### config.mk
export PLATFORM = sky130hd
export DESIGN_NAME = imm_pack_encoder_flat
export DESIGN_NICKNAME = d
export VERILOG_FILES = /design/src/rtl/imm_pack_encoder_pkg.sv /design/src/rtl/imm_pack_encoder_if.sv /design/src/rtl/imm_pack_encoder_imm_pack.sv /design/src/rtl/imm_pack_encoder.sv /design/src/flat_wrapper.sv
export SDC_FILE = /design/constraint.sdc
export NUM_CORES = 1
export LEC_CHECK = 0
export BUFFER_PORTS_ARGS = -buffer_cell sky130_fd_sc_hd__clkbuf_2
export CAP_MARGIN = 20
export CELL_PAD_IN_SITES_DETAIL_PLACEMENT = 1
export CELL_PAD_IN_SITES_GLOBAL_PLACEMENT = 1
export CORE_MARGIN = 2
export CORE_UTILIZATION = 30
export CTS_CLUSTER_DIAMETER = 150
export CTS_CLUSTER_SIZE = 28
export DETAILED_ROUTE_END_ITERATION = 8
export PLACE_DENSITY_LB_ADDON = 0.05
export SLEW_MARGIN = 25
export SYNTH_ARGS = -nofsm -noshare
export SYNTH_HDL_FRONTEND = slang
export SYNTH_SLANG_ARGS = --single-unit
### constraint.sdc
create_clock -name clk -period 1.55 [get_ports clk]
set_input_delay 0.465 -clock clk [delete_from_list [all_inputs] [get_ports clk]]
set_output_delay 0.465 -clock clk [all_outputs]
set_load 0.01 [all_outputs]
### src/rtl/imm_pack_encoder_pkg.sv
// imm_enc_pkg: ImmSrc codes, error codes, NOP word and range helper shared by the encoder files
package imm_enc_pkg;
   localparam logic [2:0] I_TYPE    = 3'd0;
   localparam logic [2:0] S_TYPE    = 3'd1;
   localparam logic [2:0] B_TYPE    = 3'd2;
   localparam logic [2:0] JALR_TYPE = 3'd3;
   localparam logic [2:0] JAL_TYPE  = 3'd4;
   localparam logic [2:0] LUI_TYPE  = 3'd5;
   localparam logic [1:0] ERR_NONE     = 2'b00;
   localparam logic [1:0] ERR_RANGE    = 2'b01;
   localparam logic [1:0] ERR_MISALIGN = 2'b10;
   localparam logic [1:0] ERR_BADTYPE  = 2'b11;
   localparam logic [31:0] NOP_INSTR = 32'h0000_0013;
   // true when v[31:lsb] are all zeros or all ones, i.e. v sign-extends from bit lsb
   function automatic logic upper_eq(input logic [31:0] v, input int unsigned lsb);
      return ((v >> lsb) == 32'h0) || (32'($signed(v) >>> lsb) == 32'hFFFF_FFFF);
   endfunction
endpackage

### src/rtl/imm_pack_encoder_if.sv
// imm_pack_encoder_if: loader-side input fields plus memory-side output word, error and wrap status
interface imm_pack_encoder_if #(parameter int ADDR_W = 10);
   logic              in_valid;
   logic              in_ready;
   logic [2:0]        ImmSrc;
   logic [31:0]       imm;
   logic [6:0]        opcode;
   logic [4:0]        rd;
   logic [4:0]        rs1;
   logic [4:0]        rs2;
   logic [2:0]        funct3;
   logic [6:0]        funct7;
   logic              out_valid;
   logic              out_ready;
   logic [31:0]       out_instr;
   logic [ADDR_W-1:0] out_addr;
   logic              err_valid;
   logic [1:0]        err_code;
   logic              wrapped;
   modport master (
      output in_valid, ImmSrc, imm, opcode, rd, rs1, rs2, funct3, funct7, out_ready,
      input  in_ready, out_valid, out_instr, out_addr, err_valid, err_code, wrapped
   );
   modport slave (
      input  in_valid, ImmSrc, imm, opcode, rd, rs1, rs2, funct3, funct7, out_ready,
      output in_ready, out_valid, out_instr, out_addr, err_valid, err_code, wrapped
   );
endinterface

### src/rtl/imm_pack_encoder_imm_pack.sv
// imm_pack: combinational RV32I field packing of an immediate plus its representability check
module imm_pack
   import imm_enc_pkg::*;
(
   input  logic [2:0]  imm_src,
   input  logic [31:0] imm,
   input  logic [6:0]  opcode,
   input  logic [4:0]  rd,
   input  logic [4:0]  rs1,
   input  logic [4:0]  rs2,
   input  logic [2:0]  funct3,
   output logic [31:0] instr,
   output logic        err,
   output logic [1:0]  code
);
   logic fits;
   logic bad;
   logic mis;
   // scatter immediate bits per format, then rank bad type > misalignment > range
   always_comb begin
      instr = 32'h0;
      fits  = 1'b0;
      case (imm_src)
         I_TYPE, JALR_TYPE: begin
            instr = {imm[11:0], rs1, funct3, rd, opcode};
            fits  = upper_eq(imm, 11);
         end
         S_TYPE: begin
            instr = {imm[11:5], rs2, rs1, funct3, imm[4:0], opcode};
            fits  = upper_eq(imm, 11);
         end
         B_TYPE: begin
            instr = {imm[12], imm[10:5], rs2, rs1, funct3, imm[4:1], imm[11], opcode};
            fits  = upper_eq(imm, 12);
         end
         JAL_TYPE: begin
            instr = {imm[20], imm[10:1], imm[11], imm[19:12], rd, opcode};
            fits  = upper_eq(imm, 20);
         end
         LUI_TYPE: begin
            instr = {imm[31:12], rd, opcode};
            fits  = imm[11:0] == 12'h000;
         end
         default: ;
      endcase
      bad  = imm_src > LUI_TYPE;
      mis  = (imm_src == B_TYPE || imm_src == JAL_TYPE) && imm[0];
      code = bad ? ERR_BADTYPE : mis ? ERR_MISALIGN : !fits ? ERR_RANGE : ERR_NONE;
      err  = code != ERR_NONE;
   end
endmodule

### src/rtl/imm_pack_encoder.sv
// imm_pack_encoder: streams packed RV32I words to instruction memory with auto-incrementing address.
// Build option IMM_ERR_NOP_EN: rejected inputs emit a NOP word instead of being dropped.
module imm_pack_encoder
   import imm_enc_pkg::*;
#(
   parameter int ADDR_W    = 10,
   parameter int BASE_ADDR = 0
) (
   input  logic                clk,
   input  logic                rst_n,
   input  logic                start,
   imm_pack_encoder_if.slave   bus
);
`ifdef IMM_ERR_NOP_EN
   localparam bit NOP_EN = 1'b1;
`else
   localparam bit NOP_EN = 1'b0;
`endif
   localparam logic [ADDR_W-1:0] BASE = ADDR_W'(BASE_ADDR);
   logic [31:0]       pk_instr;
   logic              pk_err;
   logic [1:0]        pk_code;
   logic              in_rdy, acc, out_hs, emit;
   logic              out_valid_q, out_valid_d;
   logic [31:0]       out_instr_q, out_instr_d;
   logic [ADDR_W-1:0] addr_q, addr_d;
   logic              err_valid_q, err_valid_d;
   logic [1:0]        err_code_q, err_code_d;
   logic              wrapped_q, wrapped_d;
   logic              unused_funct7;
   assign unused_funct7 = ^bus.funct7;
   imm_pack u_pack (
      .imm_src(bus.ImmSrc),
      .imm    (bus.imm),
      .opcode (bus.opcode),
      .rd     (bus.rd),
      .rs1    (bus.rs1),
      .rs2    (bus.rs2),
      .funct3 (bus.funct3),
      .instr  (pk_instr),
      .err    (pk_err),
      .code   (pk_code)
   );
   // handshake decode and next state; start flushes the word and rewinds the address ahead of any handshake
   always_comb begin
      in_rdy      = !start && (!out_valid_q || bus.out_ready);
      acc         = bus.in_valid && in_rdy;
      out_hs      = out_valid_q && bus.out_ready;
      emit        = acc && (!pk_err || NOP_EN);
      out_valid_d = !start && (emit || (out_valid_q && !bus.out_ready));
      out_instr_d = emit ? (pk_err ? NOP_INSTR : pk_instr) : out_instr_q;
      addr_d      = start ? BASE : out_hs ? addr_q + 1'b1 : addr_q;
      wrapped_d   = !start && (wrapped_q || (out_hs && &addr_q));
      err_valid_d = acc && pk_err;
      err_code_d  = err_valid_d ? pk_code : err_code_q;
   end
   // output word, address counter and error status registers
   always_ff @(posedge clk or negedge rst_n) begin
      if (!rst_n) begin
         out_valid_q <= 1'b0;
         out_instr_q <= 32'h0;
         addr_q      <= BASE;
         err_valid_q <= 1'b0;
         err_code_q  <= ERR_NONE;
         wrapped_q   <= 1'b0;
      end else begin
         out_valid_q <= out_valid_d;
         out_instr_q <= out_instr_d;
         addr_q      <= addr_d;
         err_valid_q <= err_valid_d;
         err_code_q  <= err_code_d;
         wrapped_q   <= wrapped_d;
      end
   end
   assign bus.in_ready  = in_rdy;
   assign bus.out_valid = out_valid_q;
   assign bus.out_instr = out_instr_q;
   assign bus.out_addr  = addr_q;
   assign bus.err_valid = err_valid_q;
   assign bus.err_code  = err_code_q;
   assign bus.wrapped   = wrapped_q;
endmodule

### src/flat_wrapper.sv
// flat-port wrapper written by rule: the top's interface ports become plain ports
module imm_pack_encoder_flat import imm_enc_pkg::*;
#(
   parameter int ADDR_W    = 10,
   parameter int BASE_ADDR = 0
)
  (clk, rst_n, start, bus_in_valid, bus_ImmSrc, bus_imm, bus_opcode, bus_rd, bus_rs1, bus_rs2, bus_funct3, bus_funct7, bus_out_ready, bus_in_ready, bus_out_valid, bus_out_instr, bus_out_addr, bus_err_valid, bus_err_code, bus_wrapped);
  imm_pack_encoder_if #(.ADDR_W(ADDR_W)) bus_i ();
  input  logic clk;
  input  logic rst_n;
  input  logic start;
  input wire logic [$bits(bus_i.in_valid)-1:0] bus_in_valid;
  input wire logic [$bits(bus_i.ImmSrc)-1:0] bus_ImmSrc;
  input wire logic [$bits(bus_i.imm)-1:0] bus_imm;
  input wire logic [$bits(bus_i.opcode)-1:0] bus_opcode;
  input wire logic [$bits(bus_i.rd)-1:0] bus_rd;
  input wire logic [$bits(bus_i.rs1)-1:0] bus_rs1;
  input wire logic [$bits(bus_i.rs2)-1:0] bus_rs2;
  input wire logic [$bits(bus_i.funct3)-1:0] bus_funct3;
  input wire logic [$bits(bus_i.funct7)-1:0] bus_funct7;
  input wire logic [$bits(bus_i.out_ready)-1:0] bus_out_ready;
  output wire logic [$bits(bus_i.in_ready)-1:0] bus_in_ready;
  output wire logic [$bits(bus_i.out_valid)-1:0] bus_out_valid;
  output wire logic [$bits(bus_i.out_instr)-1:0] bus_out_instr;
  output wire logic [$bits(bus_i.out_addr)-1:0] bus_out_addr;
  output wire logic [$bits(bus_i.err_valid)-1:0] bus_err_valid;
  output wire logic [$bits(bus_i.err_code)-1:0] bus_err_code;
  output wire logic [$bits(bus_i.wrapped)-1:0] bus_wrapped;
  assign bus_i.in_valid = bus_in_valid;
  assign bus_i.ImmSrc = bus_ImmSrc;
  assign bus_i.imm = bus_imm;
  assign bus_i.opcode = bus_opcode;
  assign bus_i.rd = bus_rd;
  assign bus_i.rs1 = bus_rs1;
  assign bus_i.rs2 = bus_rs2;
  assign bus_i.funct3 = bus_funct3;
  assign bus_i.funct7 = bus_funct7;
  assign bus_i.out_ready = bus_out_ready;
  assign bus_in_ready = bus_i.in_ready;
  assign bus_out_valid = bus_i.out_valid;
  assign bus_out_instr = bus_i.out_instr;
  assign bus_out_addr = bus_i.out_addr;
  assign bus_err_valid = bus_i.err_valid;
  assign bus_err_code = bus_i.err_code;
  assign bus_wrapped = bus_i.wrapped;
  imm_pack_encoder #(.ADDR_W(ADDR_W), .BASE_ADDR(BASE_ADDR)) u_core (.clk(clk), .rst_n(rst_n), .start(start), .bus(bus_i));
endmodule
==> results_dict.tcl <==
set metrics [dict create \
    run_status "finished, violations left" \
    violated_checks "setup timing" \
    timing_worst_slew_pin_value_ns 0.415 \
    hold_path_class "input port to asynchronous set/reset pin" \
    max_cap_violations 0 \
    setup_violations 37 \
    dpl.cell_count 542 \
    critical_path.slowest_cell "sky130_fd_sc_hd__or4_4" \
    synth_sequential_area_ratio 0.433 \
    cts_max_level 2 \
    synth_fp_nets 346 \
    total_leakage_power_nw 2.08 \
    post-dp-hpwl_mm 6.95 \
    yosys_register_bits 47 \
    criticalPathCategory "input port to flip-flop" \
    sequential_cell_area_mm2 0.00118 \
    viasPerCell 5.06 \
    post_synth_num_cell_types 38 \
    power_per_cell_area_mw_per_mm2 876 \
    floorplan.die_area_mm2 0.00983 \
    grt-ovfl-total 0 \
    finalWeightedCongestion 0.816 \
    io_pins 120 \
    via_count_of_the_first_global_routing_pass 2999 \
    worstPathBufferInverterCount 3 \
    synth-warning-count 0 \
    worst-endpoint-required_ns 1.76 \
    synth_area_mm2 0.00272 \
    route.met2.wl_mm 4.38 \
    drt_iter0_drc 68 \
    finalNonFillerCells 555 \
    hold_viol 0 \
    final_common_cell "sky130_fd_sc_hd__clkbuf_2" \
    vias 2810 \
    slowest_delay_ns 0.53 \
    rsz0062_at_grt "true" \
    cp_cell_sequence "buf_6 > or4_4 > nor2_4 > nand3b_1 > a211o_1 > a211oi_4 > buf_4 > buf_8 > mux2_2" \
    tritoncts "done" \
    fp.dieW_um 99.2 \
    antenna_found_initial 0 \
    rows 34 \
    cts_sinks 47 \
    synthesis.area_per_instance_um2 9.95 \
    detail_route.wirelength.met1_mm 4.06 \
    wire_length_of_the_first_global_routing_pass_mm 14.9 \
    final_period_minus_worst_setup_slack_ns 2.32 \
    port_buffers 112 \
    timing.fmax_mhz 430 \
    flow.area_growth_from_synthesis_pct 50.7 \
    setup_slack_ns -0.775 \
    ff2ff_setup_slack_ns -0.12 \
    multi_input_area_mm2 0.00150 \
    cts-buffers-inserted 5 \
    nFillCells 1038 \
    maxSlewViolCount 0 \
    clock_latency_reported_for_the_late_side_of_the_worst_skew_pair_ns 0.32 \
    design.final.nets 519 \
    most-common-layout-cells "sky130_fd_sc_hd__clkbuf_2 (110), sky130_fd_sc_hd__buf_4 (65), sky130_fd_sc_hd__dfrtp_1 (47)" \
    final.setup_skew_ns 0.00531 \
    drt_pre_antenna_iters 4 \
    floorplan.core_area_mm2 0.00876 \
    ant_nets 0 \
    period_utilisation_layout 1.50 \
    wirelength_mm 8.99 \
    vdd.ir_drop.worst_mv 0.542 \
    drive_gt1_frac 0.515 \
    start_util 0.310 \
    critical_path.top_delay_family "simple AND/OR/NAND/NOR gates" \
    worstPathMaxFanout 7 \
    placement.setup.worst_slack_ns -1.17 \
    ctsRootBufferMaster "sky130_fd_sc_hd__clkbuf_8" \
    insertedDiodeCount 0 \
    crit_path_end_kind "flip-flop" \
    die_h_um 99.2 \
    highest_routed_layer "met4" \
    grt_use_total 0.188 \
    routed_wire_length_per_instance_um 16.2 \
    grt_max_degree 48 \
    crit_path_start_kind "input port" \
    drc 0 \
    met3_length_um 443 \
    slew_headroom 0.724 \
    max-clock-path-buffers 2 \
    clk_transition_reported_paths_ns 0.10 \
    timing.critical_path.arrival_ns 2.53 \
    post_synth_inst_count 273 \
    finish.utilization 0.467 \
]
## path summary, 6_finish.rpt
check                                                      from                                    to  cells after the start
max                                                 bus_imm[16]   u_core.bus.out_instr[1]$_DFFE_PN0P_                      9
min                                                       rst_n  u_core.bus.out_instr[23]$_DFFE_PN0P_                      2
max reg2reg                      u_core.bus.out_valid$_DFF_PN0_   u_core.bus.out_instr[1]$_DFFE_PN0P_                      6
min reg2reg                u_core.bus.out_instr[17]$_DFFE_PN0P_  u_core.bus.out_instr[17]$_DFFE_PN0P_                      1
max in group asynchronous                                 rst_n  u_core.bus.out_instr[30]$_DFFE_PN0P_                      2
min in group clk                                  bus_opcode[6]   u_core.bus.out_instr[6]$_DFFE_PN0P_                      2
## final cells by class
class | instances | area share
clock buffers | 6 | 0.0202
clock inverters | 2 | 0.00948
inverters | 9 | 0.00825
multi-input cells | 202 | 0.367
flip-flops and latches | 47 | 0.287
well taps | 108 | 0.0330
repair buffers | 181 | 0.275
## stage by stage
step / hold slack (ns) / TNS (ns) / total power (W) / area, µm²
floorplan: 0.169 / -28.91 / 0.00202 / 2740
global placement: 0.477 / -36.64 / 0.00256 / 3850
detailed placement: 0.480 / -38.26 / 0.00259 / 3850
CTS: 0.125 / -24.28 / 0.00363 / 4060
global route: 0.140 / -26.29 / 0.00381 / 4090
finish: 0.118 / -23.88 / 0.00359 / 4090
## Yosys cell counts
master	n	area, µm²
sky130_fd_sc_hd__dfrtp_1	47	1180
sky130_fd_sc_hd__mux2_2	33	372
sky130_fd_sc_hd__a21oi_1	21	105
sky130_fd_sc_hd__nand2_1	20	75.1
sky130_fd_sc_hd__nor2_1	20	75.1
sky130_fd_sc_hd__o21ai_0	14	70.1
sky130_fd_sc_hd__clkbuf_1	11	41.3
sky130_fd_sc_hd__mux2i_1	10	100
sky130_fd_sc_hd__a22o_1	8	70.1
sky130_fd_sc_hd__a22oi_1	8	60.1
sky130_fd_sc_hd__and3_1	8	50.1
sky130_fd_sc_hd__inv_1	8	30.0
sky130_fd_sc_hd__xor2_1	7	61.3
sky130_fd_sc_hd__nand4_1	6	37.5
sky130_fd_sc_hd__nor2b_1	6	37.5
sky130_fd_sc_hd__nor4_1	6	37.5
sky130_fd_sc_hd__nand3_1	5	25.0
sky130_fd_sc_hd__o2bb2ai_1	5	43.8
sky130_fd_sc_hd__a31oi_1	4	25.0
sky130_fd_sc_hd__buf_6	3	33.8
sky130_fd_sc_hd__and4_1	2	17.5
sky130_fd_sc_hd__nand3b_1	2	15.0
sky130_fd_sc_hd__nor3_1	2	10.0
sky130_fd_sc_hd__o211a_1	2	20.0
sky130_fd_sc_hd__or4_1	2	15.0
sky130_fd_sc_hd__a211o_1	1	8.76
sky130_fd_sc_hd__a211oi_4	1	20.0
sky130_fd_sc_hd__a21o_1	1	7.51
sky130_fd_sc_hd__a32o_1	1	10.0
sky130_fd_sc_hd__and2_1	1	6.26
sky130_fd_sc_hd__buf_2	1	5.00
sky130_fd_sc_hd__clkinv_1	1	3.75
sky130_fd_sc_hd__ha_1	1	12.5
sky130_fd_sc_hd__o221ai_1	1	8.76
sky130_fd_sc_hd__o22ai_1	1	6.26
sky130_fd_sc_hd__o32ai_1	1	8.76
sky130_fd_sc_hd__or3_1	1	6.26
sky130_fd_sc_hd__xnor2_1	1	8.76
## cells by family after synthesis
logic type / after synthesis / share of synthesized area
AOI/OAI and AO/OA: 69 / 0.171
xor gates and xnor gates: 8 / 0.0258
adders and majority gates: 1 / 0.00461
buffers and inverters: 24 / 0.0419
DFF: 47 / 0.433
muxes: 43 / 0.174
and+or+nand+nor: 81 / 0.150
## metal layers
metal,track usage,vias up
met4,0.0474,0
met5,0,-
met2,0.331,67
met1,0.236,1382
li1,-,1351
met3,0.0394,10
## registers in the layout, summed over array words and instances (netlist names)
signal and flops:
u_core.bus.out_instr 32, u_core.bus.out_addr 10, u_core.bus.err_code 2, u_core.bus.err_valid 1, u_core.bus.out_valid 1, u_core.bus.wrapped 1
## worst reg2reg max path, delay by kind of cell, from the launching register on
| kind | cells | cell delay, ns |
|---|---|---|
| simple gates | 1 | 0.13 |
| compound gates | 2 | 0.42 |
| buf+inv | 2 | 0.29 |
| mux | 1 | 0.33 |
| flops | 1 | 0.40 |
## power by group
| part | internal, W | leakage [nW] | total, W | switching (W) |
|---|---|---|---|---|
| clock network | 0.000532 | 0.0618 | 0.00101 | 0.000477 |
| logic | 0.000551 | 1.41 | 0.00104 | 0.000487 |
| registers | 0.00143 | 0.612 | 0.00154 | 0.000111 |
| total | 0.00251 | 2.08 | 0.00359 | 0.00107 |
## repair_timing
| item | 4_1_cts | 5_1_grt |
|---|---|---|
| pin swaps | 1 | 2 |
| resized for setup | 14 | 12 |
| hold buffers | 0 | 0 |
| cloned | 1 | 0 |
| setup buffers | 4 | 2 |
| endpoints found under the setup margin | 37 | 40 |
(Power assumes the default switching activity.)
